### src/rtl/dsp_lane_arbiter.sv
// Purpose : round-robin burst arbiter sharing NUM_LANES DSP multiplier lanes between
//           NUM_REQ requesters; muxes operands to the DSPs and tags returning products.
// Latency : grant 1 cycle after req is seen in IDLE; operands pass to dsp_a/dsp_b
//           combinationally; products return DSP_LAT cycles after the accepting beat.
// Backpressure: op_ready only for the granted requester during BURST; stalls via
//           op_valid=0 are unbounded; results have no backpressure (owner must sink).
// Ports   : clk/rst (async, active-high); req/req_len burst request per requester;
//           gnt one-hot ownership; op_valid/op_ready/op_a/op_b operand beats;
//           res_valid/res_last/res_data returned products; dsp_a/dsp_b/dsp_ce/dsp_out
//           DSP wrapper side; busy = not IDLE.
module dsp_lane_arbiter #(
  parameter int NUM_REQ   = 2,
  parameter int NUM_LANES = 5,
  parameter int A_W       = 18,
  parameter int B_W       = 18,
  parameter int P_W       = 37,
  parameter int DSP_LAT   = 1,
  parameter int BURST_W   = 5
) (
  input  logic                           clk,
  input  logic                           rst,
  input  logic [NUM_REQ-1:0]             req,
  input  logic [NUM_REQ*BURST_W-1:0]     req_len,
  output logic [NUM_REQ-1:0]             gnt,
  input  logic [NUM_REQ-1:0]             op_valid,
  output logic [NUM_REQ-1:0]             op_ready,
  input  logic [NUM_REQ*NUM_LANES*A_W-1:0] op_a,
  input  logic [NUM_REQ*NUM_LANES*B_W-1:0] op_b,
  output logic [NUM_REQ-1:0]             res_valid,
  output logic                           res_last,
  output logic [NUM_LANES*P_W-1:0]       res_data,
  output logic [NUM_LANES*A_W-1:0]       dsp_a,
  output logic [NUM_LANES*B_W-1:0]       dsp_b,
  output logic                           dsp_ce,
  input  logic [NUM_LANES*P_W-1:0]       dsp_out,
  output logic                           busy
);

  localparam int ID_W = $clog2(NUM_REQ);

  typedef enum logic [1:0] {IDLE, BURST, DRAIN} state_t;

  state_t               state_q, state_d;
  logic [ID_W-1:0]      id_q, id_d;
  logic [ID_W-1:0]      rr_ptr_q, rr_ptr_d;
  logic [BURST_W-1:0]   cnt_q, cnt_d;
  logic [NUM_REQ-1:0]   gnt_q, gnt_d;
  logic [DSP_LAT-1:0]   tag_vld_q, tag_vld_d;
  logic [DSP_LAT-1:0]   tag_last_q, tag_last_d;

  logic                 accept;
  logic                 found;
  logic [ID_W-1:0]      win;
  logic [BURST_W-1:0]   win_len;
  int                   idx;

  // gnt_q stays set through DRAIN, so it doubles as the owner mask for op_ready
  // and for routing returning products.
  assign op_ready = (state_q == BURST) ? gnt_q : '0;
  assign accept   = |(op_valid & op_ready);
  assign dsp_ce   = accept;
  assign dsp_a    = accept ? op_a[int'(id_q)*NUM_LANES*A_W +: NUM_LANES*A_W] : '0;
  assign dsp_b    = accept ? op_b[int'(id_q)*NUM_LANES*B_W +: NUM_LANES*B_W] : '0;

  assign res_valid = tag_vld_q[DSP_LAT-1] ? gnt_q : '0;
  assign res_last  = tag_vld_q[DSP_LAT-1] & tag_last_q[DSP_LAT-1];
  assign res_data  = dsp_out;

  assign gnt  = gnt_q;
  assign busy = (state_q != IDLE);

  // Round-robin search starting at rr_ptr_q, wrapping modulo NUM_REQ.
  always_comb begin
    found = 1'b0;
    win   = '0;
    idx   = 0;
    for (int i = 0; i < NUM_REQ; i++) begin
      idx = int'(rr_ptr_q) + i;
      if (idx >= NUM_REQ) idx = idx - NUM_REQ;
      if (!found && req[idx]) begin
        found = 1'b1;
        win   = ID_W'(idx);
      end
    end
    win_len = req_len[int'(win)*BURST_W +: BURST_W];
  end

  always_comb begin
    state_d  = state_q;
    id_d     = id_q;
    rr_ptr_d = rr_ptr_q;
    cnt_d    = cnt_q;
    gnt_d    = gnt_q;

    // Tag pipeline shifts every cycle; stage 0 captures the beat issued now.
    tag_vld_d     = '0;
    tag_last_d    = '0;
    tag_vld_d[0]  = accept;
    tag_last_d[0] = accept && (cnt_q == BURST_W'(1));
    for (int k = 1; k < DSP_LAT; k++) begin
      tag_vld_d[k]  = tag_vld_q[k-1];
      tag_last_d[k] = tag_last_q[k-1];
    end

    case (state_q)
      IDLE: begin
        if (found) begin
          state_d = BURST;
          id_d    = win;
          gnt_d   = NUM_REQ'(1) << win;
          cnt_d   = (win_len == '0) ? BURST_W'(1) : win_len;
        end
      end
      BURST: begin
        if (accept) begin
          if (cnt_q != '0) cnt_d = cnt_q - BURST_W'(1);
          if (cnt_q == BURST_W'(1)) state_d = DRAIN;
        end
      end
      DRAIN: begin
        // Leave once the last tagged product has been presented this cycle.
        if (tag_vld_d == '0) begin
          state_d  = IDLE;
          gnt_d    = '0;
          rr_ptr_d = (id_q == ID_W'(NUM_REQ-1)) ? '0 : id_q + ID_W'(1);
        end
      end
      default: begin
        state_d = IDLE;
        gnt_d   = '0;
      end
    endcase
  end

  always_ff @(posedge clk or posedge rst) begin
    if (rst) begin
      state_q    <= IDLE;
      id_q       <= '0;
      rr_ptr_q   <= '0;
      cnt_q      <= '0;
      gnt_q      <= '0;
      tag_vld_q  <= '0;
      tag_last_q <= '0;
    end else begin
      state_q    <= state_d;
      id_q       <= id_d;
      rr_ptr_q   <= rr_ptr_d;
      cnt_q      <= cnt_d;
      gnt_q      <= gnt_d;
      tag_vld_q  <= tag_vld_d;
      tag_last_q <= tag_last_d;
    end
  end

endmodule

### config.mk
export PLATFORM = sky130hd
export DESIGN_NAME = dsp_lane_arbiter
export DESIGN_NICKNAME = d
export VERILOG_FILES = /design/src/rtl/dsp_lane_arbiter.sv
export SDC_FILE = /design/constraint.sdc
export NUM_CORES = 1
export LEC_CHECK = 0
export ABC_AREA = 1
export CORE_AREA = 2 2 364 366
export CTS_BUF_LIST = sky130_fd_sc_hd__clkbuf_2 sky130_fd_sc_hd__clkbuf_4 sky130_fd_sc_hd__clkbuf_8
export DETAILED_ROUTE_END_ITERATION = 10
export DIE_AREA = 0 0 366 368
export MAX_ROUTING_LAYER = met4
export PLACE_DENSITY_LB_ADDON = 0.1
export SYNTH_ARGS = -nofsm -noshare
export SYNTH_HDL_FRONTEND = slang
export SYNTH_SLANG_ARGS = --single-unit
### constraint.sdc
create_clock -name clk -period 4.4 [get_ports clk]
set_clock_uncertainty 0.2 [all_clocks]
set_input_delay 0.66 -clock clk [delete_from_list [all_inputs] [get_ports clk]]
set_output_delay 0.66 -clock clk [all_outputs]
set_load 0.01 [all_outputs]
==> results_dict.tcl <==
set metrics [dict create \
    die_h_um 368 \
    power.share.combinational_pct 63.6 \
    cpMaxStageDelayCell "clkdlybuf4s50_1" \
    r2r_cells 10 \
    relSlewSlack_pct 57.0 \
    cts_tree "yes" \
    powerDensity_nw_per_um2 57.8 \
    intPower_mw 0.492 \
    overflow 0 \
    dp_cells 2999 \
    core_um2 131000 \
    period_minus_slack_ns 3.86 \
    cts.clk_slew.worst_paths_ns 0.06 \
    drv_slew 0 \
    hold_buffers 0 \
    rows 133 \
    antenna_found_initial 5 \
    synth_edf_count 0 \
    max_stage_delay_ns 0.62 \
    ys_ff_latch 13 \
    cp_max_fo 56 \
    yosysMostFrequentCell "nand2_1" \
    yosysTopAreaCell "nand2_1" \
    post_cts_resized 0 \
    drt_iter0_markers 187 \
    start_kind "input pin" \
    n_antenna_cell 0 \
    syn_area_um2 4840 \
    io_pins 935 \
    syn_nets 1473 \
    syn_area_per_cell_um2 5.32 \
    tns_ns 0 \
    dp_hpwl_um 43100 \
    nets 1812 \
    synthCells 910 \
    io_buffers 564 \
    ctsRootBufferMaster "clkbuf_8" \
    hold_depth 2 \
    routed-via-count 7176 \
    path_class "in2out" \
    die_w_um 366 \
    detail_route.first_pass.iterations 4 \
    grt_pass1_vias 7786 \
    grt_pass1_wl_um 66200 \
    setup_violations 0 \
    yosysSeqAreaShare_pct 6.71 \
    ys_top_cells_by_area "nand2_1, buf_4, a21oi_1" \
    critPathArrivalTime_ns 3.00 \
    syn_to_final_growth_pct 130 \
    endpoint_kind "output port" \
    netlist.area_leader.share_pct 30.9 \
    cp.required_ns 3.54 \
    setup_ws_ns 0.539 \
    yosys_most_used_dff "dfrtp_1" \
    htreeDepth 1 \
    max_freq_mhz 259 \
    cts_buffers 3 \
    cts_setup_buffers 0 \
    dieArea_um2 135000 \
    initial_utilization_pct 3.70 \
    max-cap-violations 0 \
    vdd_ir_drop_max_mv 0.0620 \
    status "finished clean" \
    switching_power_mw 0.153 \
    finalPower_mw 0.645 \
    cp_cell_sequence "clkdlybuf4s50_1 > nand4_1 > nand2_1 > inv_6 > buf_12 > a21oi_1 > clkdlybuf4s50_1" \
    synth_warnings 0 \
    clockBufferDepth 2 \
    routed_via_density 2.39 \
    routabilityCongestion 0.812 \
    post_drt_wl_per_cell_um 16.5 \
    max_slew.worst_pin.slew_ns 0.644 \
    clk_latency_ns 0.25 \
    pre_cts_ws_ns 0.404 \
    p_clk_share_pct 17.9 \
    ant_nets 0 \
    hold_viol_final 0 \
    grt.total_usage_pct 7.13 \
    drc 0 \
    p_leak_nw 3.76 \
    switching_share_pct 23.8 \
    hold_path_class "reg2reg" \
    grt_max_degree 98 \
    drive_gt1_share_pct 2.24 \
    cts_sinks 13 \
    path_common_cell "clkdlybuf4s50_1" \
    fin_crit_sh_pct 87.8 \
    rsz0062_at_grt "no" \
    routed_wl_um 49600 \
    stdcell_count 3003 \
    synthTopCellsByCount "nand2_1, buf_4, a21oi_1" \
    pwr-share-seq_pct 18.5 \
    async_flop_share_pct 100 \
    synth_cell_types 22 \
]
==> state kept, by name, summed over array words and instances, names as in the netlist <==
name	count
tag_last_q	1
cnt_q	5
gnt	2
tag_vld_q	1
rr_ptr_q	1
id_q	1
state_q	2
==> worst max-delay path, delay by kind of cell <==
kind	cells	cell delay [ns]
AND/OR/NAND/NOR	2	0.34
buffers and inverters	4	1.57
AO/OA/AOI/OAI	1	0.36
==> final timing paths <==
path	start	end	slack, ns
hold / removal	cnt_q[1]	cnt_q[1]	0.33
max in group asynchronous	rst	id_q	2.99
min in group asynchronous	rst	rr_ptr_q	0.58
hold reg to reg	cnt_q[1]	cnt_q[1]	0.33
setup / recovery	op_valid[0]	dsp_a[18]	0.54
setup reg to reg	cnt_q[0]	cnt_q[4]	2.57
==> routing by layer <==
layer  vias up  GRT usage [%]  wire (um)
met1      3167           6.73      17000
li1       3360              -          -
met3       110           3.71       6550
met4         0           2.63       2140
met2       539           12.3      23900
met5         -              -          0
==> per-stage QoR <==
stage | instance area (um^2) | hold WS [ns] | util [%]
after floorplan | 4840 | 0.259 | -
after global placement | 11100 | 0.285 | 8.50
after detailed placement | 11100 | 0.312 | 8.50
after CTS | 11200 | 0.329 | 8.54
after global routing | 11200 | 0.353 | 8.54
final | 11200 | 0.333 | 8.54
==> power groups by stage <==
stage | Combinational (mW) | Sequential [mW] | Clock [mW]
floorplan | 0.220 | 0.122 | 0
global placement | 0.419 | 0.122 | 0
detailed placement | 0.415 | 0.122 | 0
CTS | 0.417 | 0.119 | 0.121
global route | 0.440 | 0.119 | 0.123
finish | 0.410 | 0.119 | 0.115
==> cell type report <==
type	count	area, um^2
Timing Repair Buffer	579	5830
Multi-Input combinational cell	630	2670
Clock buffer	3	41.3
Tap cell	1755	2200
Sequential cell	13	329
Clock inverter	1	5.00
Inverter	22	92.6
Fill cell	15500	120000
==> cells in the final DEF, fill, tap and decap left out, types with 2 or more instances in the layout <==
master             n
a21oi_1          183
inv_1             19
clkdlybuf4s50_1  564
o21ai_0            4
nand3_1           12
nor2_1            17
dfrtp_1           12
inv_6              2
buf_4              9
nand4_1            4
ha_1               2
clkbuf_8           3
nand2_1          399
buf_12             6
o21ai_1            2
nor2_2             2
==> cell families (layout without fill, tap and decap cells) <==
group,Yosys count,in the layout,share of synthesized area [%]
buffers and inverters,267,605,38.2
AO/OA/AOI/OAI,190,190,19.7
flip-flops,13,13,6.71
adder cells (fa/ha/maj),2,2,0.516
AND/OR/NAND/NOR,438,438,34.9
No activity file was read; power rests on OpenSTA's default activity.
